## src/rtl/bsc_seq_pkg.sv

```systemverilog
// bsc_seq_pkg: shared states, command opcodes and control bit positions for the scan sequencer
package bsc_seq_pkg;
  typedef enum logic [2:0] {IDLE, LOAD, SHIFT, UPDATE, RESP} state_e;
  typedef enum logic [1:0] {OP_SHIFT, OP_LOAD_SHIFT, OP_SHIFT_UPDATE, OP_LOAD_SHIFT_UPDATE} op_e;
  localparam int CTRL_SHIFT = 0;
  localparam int CTRL_UPDATE = 1;
  localparam int CTRL_LOAD = 2;
endpackage

```

## src/rtl/bsc_seq_shift_unit.sv

```systemverilog
// bsc_seq_shift_unit: serial tdi source, tdo capture register and shift bit counter
module bsc_seq_shift_unit #(
  parameter int CHAIN_LEN = 8,
  parameter int CNT_W = $clog2(CHAIN_LEN)
) (
  input  logic                 tck,
  input  logic                 trst_n,
  input  logic                 load_i,
  input  logic [CHAIN_LEN-1:0] data_i,
  input  logic                 shift_en_i,
  input  logic                 tdo_i,
  output logic                 tdi_o,
  output logic [CHAIN_LEN-1:0] cap_o,
  output logic                 last_o
);
  logic [CHAIN_LEN-1:0] tdi_sr_q, cap_sr_q;
  logic [CNT_W-1:0] cnt_q;
  assign last_o = cnt_q == CNT_W'(CHAIN_LEN - 1);
  assign tdi_o = tdi_sr_q[0];
  assign cap_o = cap_sr_q;
  always_ff @(posedge tck or negedge trst_n) begin
    if (!trst_n) begin
      tdi_sr_q <= '0;
      cap_sr_q <= '0;
      cnt_q <= '0;
    end else if (load_i) begin
      tdi_sr_q <= data_i;
    end else if (shift_en_i) begin
      tdi_sr_q <= tdi_sr_q >> 1;
      cap_sr_q <= {tdo_i, cap_sr_q[CHAIN_LEN-1:1]};
      cnt_q <= last_o ? '0 : cnt_q + 1'b1;
    end
  end
endmodule

```

## src/rtl/bsc_sequencer.sv

```systemverilog
// bsc_sequencer: command-driven load/shift/update sequencer for one boundary scan chain
module bsc_sequencer
  import bsc_seq_pkg::*;
#(
  parameter int CHAIN_LEN = 8,
  parameter int CNT_W = $clog2(CHAIN_LEN)
) (
  input  logic                 tck,
  input  logic                 trst_n,
  input  logic                 cmd_valid,
  output logic                 cmd_ready,
  input  logic [1:0]           cmd_op,
  input  logic [CHAIN_LEN-1:0] cmd_tdi_data,
  output logic                 rsp_valid,
  input  logic                 rsp_ready,
  output logic [CHAIN_LEN-1:0] rsp_tdo_data,
  output logic [3:0]           bsc_control,
  output logic                 bsc_tdi,
  input  logic                 bsc_tdo,
  output logic                 busy
);
  state_e state_q, state_d;
  op_e op_q;
  logic accept, last, tdi_bit;
  assign accept = cmd_valid && cmd_ready;
  bsc_seq_shift_unit #(.CHAIN_LEN(CHAIN_LEN), .CNT_W(CNT_W)) u_shift (
    .tck(tck),
    .trst_n(trst_n),
    .load_i(accept),
    .data_i(cmd_tdi_data),
    .shift_en_i(state_q == SHIFT),
    .tdo_i(bsc_tdo),
    .tdi_o(tdi_bit),
    .cap_o(rsp_tdo_data),
    .last_o(last)
  );
  always_comb begin
    state_d = state_q;
    case (state_q)
      IDLE:    state_d = cmd_valid ? (cmd_op[0] ? LOAD : SHIFT) : IDLE;
      LOAD:    state_d = SHIFT;
      SHIFT:   state_d = !last ? SHIFT : (op_q inside {OP_SHIFT_UPDATE, OP_LOAD_SHIFT_UPDATE}) ? UPDATE : RESP;
      UPDATE:  state_d = RESP;
      RESP:    state_d = rsp_ready ? IDLE : RESP;
      default: state_d = IDLE;
    endcase
  end
  always_ff @(posedge tck or negedge trst_n) begin
    if (!trst_n) begin
      state_q <= IDLE;
      op_q <= OP_SHIFT;
    end else begin
      state_q <= state_d;
      if (accept) op_q <= op_e'(cmd_op);
    end
  end
  always_comb begin
    bsc_control = '0;
    bsc_control[CTRL_SHIFT] = state_q == SHIFT;
    bsc_control[CTRL_UPDATE] = state_q == UPDATE;
    bsc_control[CTRL_LOAD] = state_q == LOAD;
  end
  assign bsc_tdi = (state_q == SHIFT) && tdi_bit;
  assign rsp_valid = state_q == RESP;
  assign cmd_ready = state_q == IDLE;
  assign busy = state_q != IDLE;
endmodule

```

## config.mk

```make
export PLATFORM = sky130hd
export DESIGN_NAME = bsc_sequencer
export DESIGN_NICKNAME = d
export VERILOG_FILES = /design/src/rtl/bsc_seq_pkg.sv /design/src/rtl/bsc_seq_shift_unit.sv /design/src/rtl/bsc_sequencer.sv
export SDC_FILE = /design/constraint.sdc
export NUM_CORES = 1
export LEC_CHECK = 0
export BUFFER_PORTS_ARGS = -buffer_cell sky130_fd_sc_hd__buf_2
export CAP_MARGIN = 25
export CELL_PAD_IN_SITES_DETAIL_PLACEMENT = 0
export CELL_PAD_IN_SITES_GLOBAL_PLACEMENT = 1
export CORE_UTILIZATION = 36
export DETAILED_ROUTE_END_ITERATION = 16
export PLACE_DENSITY = 0.86
export SLEW_MARGIN = 10
export SYNTH_ARGS = -nofsm -noshare
export SYNTH_HDL_FRONTEND = slang
export SYNTH_SLANG_ARGS = --single-unit
export TNS_END_PERCENT = 1
```

## constraint.sdc

```tcl
create_clock -name tck -period 1.6 [get_ports tck]
set_input_delay 0.08 -clock tck [delete_from_list [all_inputs] [get_ports tck]]
set_output_delay 0.08 -clock tck [all_outputs]
set_load 0.03 [all_outputs]
```

Yosys cells after proc, flatten, opt, wreduce, memory -nomap -nowiden
Index checks and enable logic that the tools add are counted.

Output and inout port bits: 16. Input port bits: 15. Logic and storage cells: 30. Flip-flop bits (word level): 24.

$add $sub $neg: 1. Bitwise gates (word level): 1. Reductions and logical operators: 7. Equal/unequal tests: 7. Multiplexer cells: 9.

Operators by type and width (count): 8-bit two-way mux (2); 3-bit one-hot mux with 5 select lines (1); 3-bit two-way mux (4); 3-bit by 2-bit equality test with 1-bit output, second input constant (2); 3-bit equality test, second input constant (2); 2-bit equality test, second input constant (2); 2-bit two-way mux (2); 2-bit nonzero test (2); 3-bit by 1-bit adder with 3-bit output, second input constant (1); 3-bit by 1-bit equality test with 1-bit output, second input constant (1); 3-bit zero test (1); 3-bit nonzero test (1); 1-bit logical AND (2); 2-bit AND reduction (1); 1-bit inverter (1).

Longest topological paths before layout
Gate-level depths: netlist of the first run.

Depth in word-level cells: 5. Depth in mapped cells: 5. Depth with buffers taken out: 5.

Hierarchy
A second synthesis of the first run with hierarchy kept.

Cell total of the unflattened synthesis: 89. Area, all modules: 1101.1 sq um.

Modules (own cells, without submodules): bsc_seq_shift_unit (instances 1, area an instance 862.1 sq um, sequential area each 475.5 sq um, cells each 61); bsc_sequencer (instances 1, area an instance 239.0 sq um, sequential area each 100.1 sq um, cells each 28).

Least setup slack after synthesis of the first run
Ideal clock, no wire load.

Path type: register to output. Start point: reg state_q[0]. End point: out busy. Data arrival time: 1530 ps. Stages on the path, launching flop included: 3. Path buffers: 0. Required time: 1520 ps. Slack: -10 ps. Path through: dfrtp_1 -> nor3_1 -> inv_1.

Longest elaborated chain between the ends: 1.

RTL lines: from (decl) (line bsc_sequencer.sv:22) `state_e state_q, state_d;`; from (signal assigned) (line bsc_sequencer.sv:53) `state_q <= state_d;`; 3-bit nonzero test (line bsc_sequencer.sv:66) `assign busy = state_q != IDLE;`; to (decl) (line bsc_sequencer.sv:20) `output logic busy`.

Every way passes these cells.

Worst setup path in the final report of the first run
Start point: reg state_q[0]. End point: out bsc_tdi.

Longest elaborated chain between the ends: 2.

RTL lines: 3-bit by 2-bit equality test with 1-bit output (line bsc_sequencer.sv:63) `assign bsc_tdi = (state_q == SHIFT) && tdi_bit;`; 1-bit logical AND (line bsc_sequencer.sv:63); to (decl) (line bsc_sequencer.sv:18) `output logic bsc_tdi,`.

Every way passes these cells.

==> impl_metrics.py, run 1 <==
metrics = {
    "outcome": {
        "outcome": "completed",
    },
    "setup_path": {
        "cp_data_required_time_ps": 1520,
        "max_stage_delay_ps": 420,
        "path_cells": "or3b_4 -> inv_2 -> and2_1 -> buf_6",
        "endpoint_kind": "primary output",
        "critPathMaxFanout": 4,
        "setup.worst_path.class": "flip-flop to primary output",
        "arrival_ps": 1470,
        "start_kind": "flip-flop",
        "critPathSlowestCell": "dfrtp_1",
    },
    "routing": {
        "drtAntennaViolNets": 0,
        "vias_per_cell": 4.807,
        "wl_um": 2082,
        "wl_per_cell_um": 10.84,
        "drtIter0Drc": 27,
        "vias": 923,
        "firstDrtPassIters": 4,
        "drc_errors": 0,
    },
    "clock_tree": {
        "cts.sinks": 23,
        "h-tree-depth": 1,
        "clockBufferDepth": 2,
        "clkTransAtPathRegs_ps": 130,
        "cts_tree": "built",
        "cts_buffers": 3,
        "clock_latency_ps": 310,
        "cts-root-buf": "clkbuf_4",
    },
    "timing": {
        "drv_slew": 0,
        "clock_skew_ps": 4.243,
        "fin_tns_setup_ps": 0,
        "slew_headroom": 0.6563,
        "setup_viol": 0,
        "final.min_clock_period_ps": 1550,
        "tightest_slew_ps": 515.6,
        "rsz0062_at_grt": "true",
        "hold_viol_final": 0,
        "fmax_mhz": 645.0,
        "fin_crit_sh": 0.9690,
        "setup_slack_ps": 49.57,
        "whs_ps": 5.937,
    },
    "synth": {
        "synth.most_common_cell": "nand2_1",
        "ys_top_cells_by_count": "nand2_1 (44), dfrtp_1 (23), a21oi_1 (14)",
        "yosysSeqAreaShare": 0.5496,
        "synth_xor_area_frac": 0,
        "synthAdderAreaFrac": 0.02389,
        "ys_ff_latch": 23,
        "syn_nets": 137,
        "yosys_warnings": 0,
        "synthesis.area_um2": 1047,
        "yosysTopAreaCellShare": 0.5496,
        "yosys.cell_types.count": 25,
        "synth-main-ff-cell": "dfrtp_1",
        "synth_compound_area_frac": 0.08841,
        "syn_inst": 120,
        "synth_top_cell_by_area": "dfrtp_1",
        "async_flop_share": 1.000,
        "synth_top_family_by_area": "simple AND/OR/NAND/NOR gates",
        "synthSimpleGateAreaFrac": 0.2772,
        "synth_edf_count": 0,
        "yosys-top-cells-area": "dfrtp_1 (55%), nand2_1 (16%), a21oi_1 (6.7%)",
        "synthMuxAreaShare": 0,
        "syn_area_per_cell_um2": 8.727,
    },
    "global_routing": {
        "grt_max_degree": 24,
        "grt_usage": 0.1393,
        "use_met1": 0.1905,
        "grt_antenna_before_repair": 0,
        "grt_pass1_wl_um": 3387,
        "grt_pass1_vias": 788,
        "use_met2": 0.2169,
        "grt-busiest-layer": "met2",
        "use_met3": 0.03256,
        "grt-ovfl-total": 0,
    },
    "placement": {
        "place_congestion": 0.7164,
        "place.detailed.hpwl_um": 1385,
        "port_buffers": 29,
        "place_area_um2": 1236,
        "pre_cts_slack_ps": 167.7,
    },
    "floorplanning": {
        "die-height_um": 55.94,
        "die_w_um": 55.94,
        "ios": 31,
        "fp.coreArea_um2": 2758,
        "start_util": 0.3798,
        "rows": 19,
        "dieArea_um2": 3129,
    },
    "layout": {
        "n_fill_cell": 262,
        "syn_to_final_growth_pct": 29.75,
        "multiInputGateArea_um2": 422.9,
        "fin_nets": 179,
        "register_area_um2": 576.8,
        "design_area_um2": 1359,
        "post-route-util": 0.4927,
        "drive_gt1_frac": 0.3043,
        "n_antenna_cell": 0,
    },
    "power_and_ir_drop": {
        "power.leakage_nw": 0.7439,
        "power-per-cell-area_nw_per_um2": 2152,
        "vdd_drop_max_mv": 1.656,
    },
    "flow_run": {
        "cap_violations": 0,
    },
    "min_path": {
        "hp-class": "input pin to flip-flop",
    },
}
==> cell families after synthesis <==
group / count (synthesis)
compound gates: 17
flops: 23
other cells: 1
buf+inv: 11
simple gates: 66
fa+ha+maj: 2
==> where the power goes <==
part	total [mW]	switching, mW	internal (mW)	leakage (nW)
Sequential	1.01	0.155	0.858	0.286
Clock	0.270	0.173	0.0973	0.0150
Combinational	1.64	1.01	0.628	0.443
==> state kept, by name, indices dropped and copies added, names as in the netlist <==
name,cells
u_shift.tdi_sr_q,8
op_q,1
state_q,3
u_shift.cap_o,8
u_shift.cnt_q,3
==> worst paths after layout <==
kind	from	end	slack (ps)	cells past startpoint
setup / recovery	state_q[0]$_DFF_PN0_	bsc_tdi	50	4
hold / removal	cmd_tdi_data[1]	u_shift.tdi_sr_q[1]$_DFFE_PN0P_	6	3
setup reg to reg	state_q[2]$_DFF_PN0_	u_shift.tdi_sr_q[6]$_DFFE_PN0P_	80	5
hold reg to reg	u_shift.cap_o[0]$_DFFE_PN0P_	u_shift.cap_o[0]$_DFFE_PN0P_	480	2
max in group asynchronous	trst_n	state_q[1]$_DFF_PN0_	970	2
min in group asynchronous	trst_n	u_shift.tdi_sr_q[2]$_DFFE_PN0P_	260	2
==> layout make-up <==
class,instances,area share
tap,31,0.02855
multi-input combinational,86,0.3112
inverter,4,0.01105
clock buffer,4,0.01934
sequential,23,0.4245
timing repair buffer,44,0.2053
==> placed cells by master, fill, tap and decap left out, drive strengths merged <==
master / synthesis / routed
dlygate4sd3: 0 / 5
buf: 6 / 39
or3b: 1 / 1
inv: 4 / 4
nand2: 44 / 44
nor3: 3 / 3
nor4b: 1 / 1
conb: 1 / 1
and2: 1 / 1
or2: 1 / 1
a21oi: 14 / 14
nor2: 9 / 9
or4b: 1 / 1
o2bb2ai: 1 / 1
nand3: 2 / 2
a21o: 1 / 1
nand2b: 1 / 1
o22ai: 1 / 1
clkbuf: 1 / 4
nor2b: 1 / 1
nor3b: 1 / 1
dfrtp: 23 / 23
ha: 2 / 2
==> routing by layer <==
metal / part of all wire / wire length (um) / up-vias
met5: 0 / 0 / -
met3: 0.060 / 124 / 4
met1: 0.48 / 993 / 417
li1: - / - / 464
met2: 0.45 / 930 / 38
met4: 0.016 / 34 / 0
==> stage by stage <==
stage / total power [mW] / instances
6_report: 2.924 / 192
5_1_grt: 3.150 / 192
4_1_cts: 2.881 / 192
3_5_place_dp: 2.518 / 179
3_3_place_gp: 2.472 / 179
2_1_floorplan: 2.157 / 120
==> worst max-delay path: cells and delay by family (launching register included) <==
| kind | cells | cell delay [ps] |
|---|---|---|
| and+or+nand+nor | 2 | 520 |
| DFF | 1 | 420 |
| buffers and inverters | 2 | 210 |
==> repair_timing <==
| item | CTS | global route |
|---|---|---|
| hold endpoints to repair | 27 | 0 |
| hold buffers | 5 | 0 |
| setup endpoints to repair | 2 | 9 |
| setup buffers | 4 | 0 |
| gates resized for setup | 1 | 6 |
No activity file was read; power rests on OpenSTA's default activity.
==> run 2, diff against run 1 <==
- CORE_MARGIN: unset -> 3
==> run 2 against run 1 <==
Total power grew 5.1%. Fmax decreased by 0.26%. Cell count increased by 1.0%. Cell area rose by 2.9%. Critical path depth stayed put. Clock skew decreased by 2.9 ps. Utilization rose by 4.3 points. Routed wire length rose by 6.2%. Global-route usage shrank 0.54 points. Clock-buffer cell count unchanged. Critical endpoint unchanged. Highest routed layer unchanged.
==> impl_metrics.py, run 2 (synthesis results as in run 1) <==
metrics = {
    "timing": {
        "fin_tns_setup_ps": 0,
        "tightest_slew_ps": 516.1,
        "final.min_clock_period_ps": 1554,
        "setup_slack_ps": 45.56,
        "hold_viol_final": 0,
        "slew_headroom": 0.6559,
        "fmax_mhz": 643.3,
        "rsz0062_at_grt": "true",
        "setup_viol": 0,
        "fin_crit_sh": 0.9715,
        "clock_skew_ps": 1.342,
        "drv_slew": 0,
    },
    "layout": {
        "register_area_um2": 576.8,
        "drive_gt1_frac": 0.3293,
        "syn_to_final_growth_pct": 33.57,
        "final_common_cell": "nand2_1",
        "multiInputGateArea_um2": 427.9,
        "fin_nets": 182,
        "final_cell_mix": "nand2_1 (44), buf_2 (27), dfrtp_1 (22)",
        "layoutNonFillerInstCount": 194,
        "n_fill_cell": 250,
        "n_antenna_cell": 0,
    },
    "routing": {
        "wl_um": 2212,
        "firstDrtPassIters": 4,
        "drtAntennaViolNets": 0,
        "vias": 921,
        "drc_errors": 0,
        "wl_per_cell_um": 11.40,
        "vias_per_cell": 4.747,
        "drtIter0Drc": 36,
    },
    "setup_path": {
        "regToRegSetupSlack_ps": 80,
        "cp_data_required_time_ps": 1520,
        "arrival_ps": 1470,
        "endpoint_kind": "primary output",
        "setup.worst_path.class": "flip-flop to primary output",
        "start_kind": "flip-flop",
        "critPathMaxFanout": 4,
    },
    "clock_tree": {
        "clkTransAtPathRegs_ps": 120,
        "clockBufferDepth": 2,
        "cts_tree": "built",
        "clock_latency_ps": 300,
        "cts.sinks": 23,
        "h-tree-depth": 1,
        "cts-root-buf": "clkbuf_4",
        "cts_buffers": 3,
    },
    "global_routing": {
        "grt_usage": 0.1339,
        "grt_antenna_before_repair": 0,
        "grt-ovfl-total": 0,
        "grt_pass1_vias": 873,
        "grt_max_degree": 24,
        "grt_pass1_wl_um": 3684,
    },
    "placement": {
        "place.detailed.hpwl_um": 1492,
        "pre_cts_slack_ps": 125.7,
        "dp_cells": 179,
        "port_buffers": 29,
        "place_congestion": 0.7539,
    },
    "floorplanning": {
        "dieArea_um2": 3592,
        "ios": 31,
        "die_w_um": 59.94,
        "rows": 18,
        "fp.coreArea_um2": 2613,
        "die-height_um": 59.94,
        "start_util": 0.4009,
    },
    "power_and_ir_drop": {
        "power.leakage_nw": 0.7639,
        "power-per-cell-area_nw_per_um2": 2197,
        "vdd_drop_max_mv": 1.390,
    },
    "min_path": {
        "hp-class": "input pin to flip-flop",
    },
    "outcome": {
        "outcome": "completed",
    },
    "flow_run": {
        "cap_violations": 0,
    },
}
-- run 2: per-layer routing --
metal	wire (um)	share of wire	track usage
met1	1006	0.45	0.1739
met2	1084	0.49	0.2238
met3	107	0.048	0.02160
met4	13	0.0059	0.04747
met5	0	0	0
-- run 2: area by class of cell --
class / instances / area share
Clock buffer: 4 / 0.01878
Inverter: 4 / 0.01252
Multi-Input combinational cell: 86 / 0.3059
Sequential cell: 23 / 0.4123
Tap cell: 30 / 0.02683
Timing Repair Buffer: 47 / 0.2236
-- run 2: timing repair --
| item | 4_1_cts | 5_1_grt |
|---|---|---|
| hold endpoints to repair | 27 | 0 |
| gates cloned | 0 | 0 |
| hold buffers | 5 | 0 |
| setup endpoints to repair | 2 | 11 |
| pin swaps | 0 | 2 |
| buffers inserted | 3 | 3 |
| gates resized for setup | 8 | 4 |
-- run 2: through the flow --
stage	area [um2]	util	hold slack, ps	power, mW
2_1_floorplan	1052	-	-215.6	2.157
3_3_place_gp	1242	0.4756	81.85	2.513
3_5_place_dp	1242	0.4756	82.30	2.568
4_1_cts	1364	0.5220	3.906	2.995
5_1_grt	1399	0.5354	5.333	3.344
6_report	1399	0.5354	17.87	3.074
-- run 2: report_power, final --
group / switching [mW] / internal (mW)
registers: 0.162 / 0.858
logic: 1.04 / 0.749
clock network: 0.164 / 0.0971
total: 1.37 / 1.70
-- run 2: critical path, stage by stage, from the launching register on --
cell and delay [ps]:
dfrtp_1 420, or3b_4 420, inv_4 80, and2_4 140
buf_6 120
-- run 2: worst paths after layout --
path | to | from | depth (start not counted)
min in group asynchronous | u_shift.cap_o[6]$_DFFE_PN0P_ | trst_n | 2
hold reg to reg | u_shift.cap_o[0]$_DFFE_PN0P_ | u_shift.cap_o[0]$_DFFE_PN0P_ | 2
max in group asynchronous | state_q[2]$_DFF_PN0_ | trst_n | 2
hold / removal | u_shift.tdi_sr_q[0]$_DFFE_PN0P_ | cmd_tdi_data[0] | 3
setup reg to reg | u_shift.tdi_sr_q[5]$_DFFE_PN0P_ | state_q[2]$_DFF_PN0_ | 5
setup / recovery | bsc_tdi | state_q[0]$_DFF_PN0_ | 4
==> run 3, diff against run 2 <==
- ABC_AREA: unset -> 1
- CORE_UTILIZATION: 36 -> 37
- MAX_ROUTING_LAYER: unset -> met4
- PLACE_DENSITY: 0.86 -> 0.87
==> run 3 against run 2 <==
Clock-buffer cell count decreased by 1. Global-route usage increased by 0.77 points. Routed wire length increased by 16%. Combinational power decreased by 3%. Cell area increased by 5.1%. Total power about the same. Critical path type unchanged. Clock skew about the same. Utilization decreased by 6.2 points. Register-to-register slack improved by 280 ps. Critical path depth unchanged.
==> impl_metrics.py, run 3 <==
metrics = {
    "global_routing": {
        "grt_pass1_vias": 1036,
        "use_met3": 0.03743,
        "grt_max_degree": 24,
        "use_met2": 0.2229,
        "use_met1": 0.1892,
        "grt_usage": 0.1416,
        "grt_pass1_wl_um": 4574,
        "grt-ovfl-total": 0,
        "grt_antenna_before_repair": 0,
        "grt-busiest-layer": "met2",
    },
    "floorplanning": {
        "die-height_um": 63.69,
        "die_w_um": 63.69,
        "ios": 31,
        "dieArea_um2": 4056,
        "start_util": 0.3968,
        "fp.coreArea_um2": 3103,
        "rows": 20,
    },
    "routing": {
        "firstDrtPassIters": 4,
        "drtIter0Drc": 49,
        "wl_um": 2556,
        "drtAntennaViolNets": 0,
        "vias_per_cell": 4.480,
        "wl_per_cell_um": 11.26,
        "drc_errors": 0,
        "vias": 1017,
    },
    "synth": {
        "syn_area_per_cell_um2": 8.208,
        "syn_inst": 150,
        "yosys-top-cells-area": "dfrtp_1 (47%), nand2_1 (14%), nand3_1 (7.7%)",
        "async_flop_share": 1.000,
        "yosysSeqAreaShare": 0.4675,
        "synthesis.area_um2": 1231,
        "yosys.cell_types.count": 22,
        "synth_top_cell_by_area": "dfrtp_1",
        "yosysTopAreaCellShare": 0.4675,
        "synth-main-ff-cell": "dfrtp_1",
        "ys_top_cells_by_count": "nand2_1 (47), dfrtp_1 (23), inv_1 (20)",
        "ys_ff_latch": 23,
        "synth.most_common_cell": "nand2_1",
        "synth_edf_count": 0,
        "syn_nets": 167,
        "yosys_warnings": 0,
    },
    "layout": {
        "n_antenna_cell": 0,
        "syn_to_final_growth_pct": 19.41,
        "n_fill_cell": 336,
        "drive_gt1_frac": 0.2896,
        "post-route-util": 0.4738,
        "design_area_um2": 1470,
        "final_common_cell": "nand2_1",
        "fin_nets": 201,
        "final_cell_mix": "nand2_1 (47), buf_2 (28), dfrtp_1 (21)",
        "layoutNonFillerInstCount": 227,
    },
    "placement": {
        "place_congestion": 0.7697,
        "port_buffers": 29,
        "dp_cells": 218,
        "place_area_um2": 1388,
        "pre_cts_slack_ps": 337.4,
        "place.detailed.hpwl_um": 1802,
    },
    "setup_path": {
        "setup.worst_path.class": "flip-flop to primary output",
        "path_buf_inv": 2,
        "max_stage_delay_ps": 480,
        "path_cells": "nor2_4 -> nand2_4 -> inv_6 -> buf_2",
        "rr_endpoint": "u_shift.tdi_sr_q[6]$_DFFE_PN0P_",
        "setup.worst_path.end": "bsc_control[0]",
        "crit_start": "state_q[0]$_DFF_PN0_",
        "critPathSlowestCell": "dfrtp_2",
        "endpoint_kind": "primary output",
        "cp.depth": 4,
        "r2r_cells": 4,
        "critPathMaxFanout": 17,
        "cp_data_required_time_ps": 1520,
        "regToRegSetupSlack_ps": 360,
        "start_kind": "flip-flop",
        "arrival_ps": 1460,
        "crit_family": "flip-flops",
        "r2r_start": "state_q[0]$_DFF_PN0_",
    },
    "power_and_ir_drop": {
        "vdd_drop_max_mv": 1.648,
        "power_switching_share": 0.4972,
        "power-per-cell-area_nw_per_um2": 2092,
        "p_comb_frac": 0.566,
        "seq_power_share": 0.345,
        "intPower_mw": 1.546,
        "clkPwrFrac": 0.089,
        "p_switching_mw": 1.529,
        "power.leakage_nw": 0.8432,
    },
    "timing": {
        "drv_slew": 0,
        "hold_viol_final": 0,
        "setup_viol": 0,
        "fmax_mhz": 650.4,
        "final.min_clock_period_ps": 1538,
        "clock_skew_ps": 1.838,
        "fin_crit_sh": 0.9610,
        "tightest_slew_ps": 517.2,
        "slew_headroom": 0.6552,
        "setup_slack_ps": 62.39,
    },
    "clock_tree": {
        "clock_latency_ps": 310,
        "clkTransAtPathRegs_ps": 130,
        "cts_buffers": 3,
        "cts_tree": "built",
        "h-tree-depth": 1,
        "clockBufferDepth": 2,
        "cts-root-buf": "clkbuf_4",
        "cts.sinks": 23,
    },
    "flow_run": {
        "cap_violations": 0,
    },
    "outcome": {
        "outcome": "completed",
    },
    "min_path": {
        "hp-class": "input pin to flip-flop",
    },
}
[run 3: power by group through the flow]
stage / Clock, mW / Combinational, mW / Sequential [mW]
floorplan: 0 / 1.24 / 1.20
global placement: 0 / 1.67 / 1.06
detailed placement: 0 / 1.70 / 1.07
CTS: 0.291 / 1.72 / 1.06
global route: 0.306 / 1.97 / 1.10
finish: 0.272 / 1.74 / 1.06
[run 3: cell type report]
type | count | area [um2] | share of cell area
Sequential cell | 23 | 578.1 | 0.3932
Multi-Input combinational cell | 96 | 493.0 | 0.3353
Timing Repair Buffer | 39 | 232.7 | 0.1583
Inverter | 21 | 83.83 | 0.05702
Tap cell | 44 | 55.05 | 0.03745
Clock buffer | 3 | 22.52 | 0.01532
Clock inverter | 1 | 5.005 | 0.003404
[run 3: cell families after synthesis]
group           Yosys count  share of synthesized area
other cells               1                   0.003046
buf+inv                  31                     0.1321
simple gates             84                     0.3232
fa+ha+maj                 2                    0.02032
compound gates            9                    0.05387
flops                    23                     0.4675
[run 3: worst min-delay path by stage]
stage               from                         endpoint  slack [ps]  cells after the start
2_1_floorplan     trst_n              op_q[1]$_DFFE_PN0P_        -220                      0
3_3_place_gp      trst_n  u_shift.tdi_sr_q[7]$_DFFE_PN0P_          80                      1
3_5_place_dp      trst_n             state_q[1]$_DFF_PN0_         100                      1
4_1_cts        rsp_ready             state_q[2]$_DFF_PN0_          10                      4
5_1_grt        rsp_ready             state_q[2]$_DFF_PN0_          30                      4
6_report       rsp_ready             state_q[2]$_DFF_PN0_          20                      4
[run 3: repair_timing]
item	CTS	global route
gates resized for setup	0	5
endpoints found under the setup margin	0	2
setup buffers	0	1
endpoints found under the hold margin	26	0
hold buffers	4	0
[run 3: routing by layer]
metal  wire, um  vias up
met5          0        -
met2       1166       23
met3        126        2
met4         11        0
met1       1252      454
li1           -      538
[run 3: stage by stage]
stage               hold WS (ps)  TNS, ps  power [mW]
floorplan                 -215.6        0       2.442
CTS                        9.711        0       3.067
global route               26.06   -20.10       3.383
finish                     19.98        0       3.075
global placement           82.26        0       2.728
detailed placement         99.14        0       2.772
[run 3: tightest hold or removal path, stage by stage]
cell and delay [ps]:
buf_2 70, inv_1 30, nand2_1 70, nand3_2 50
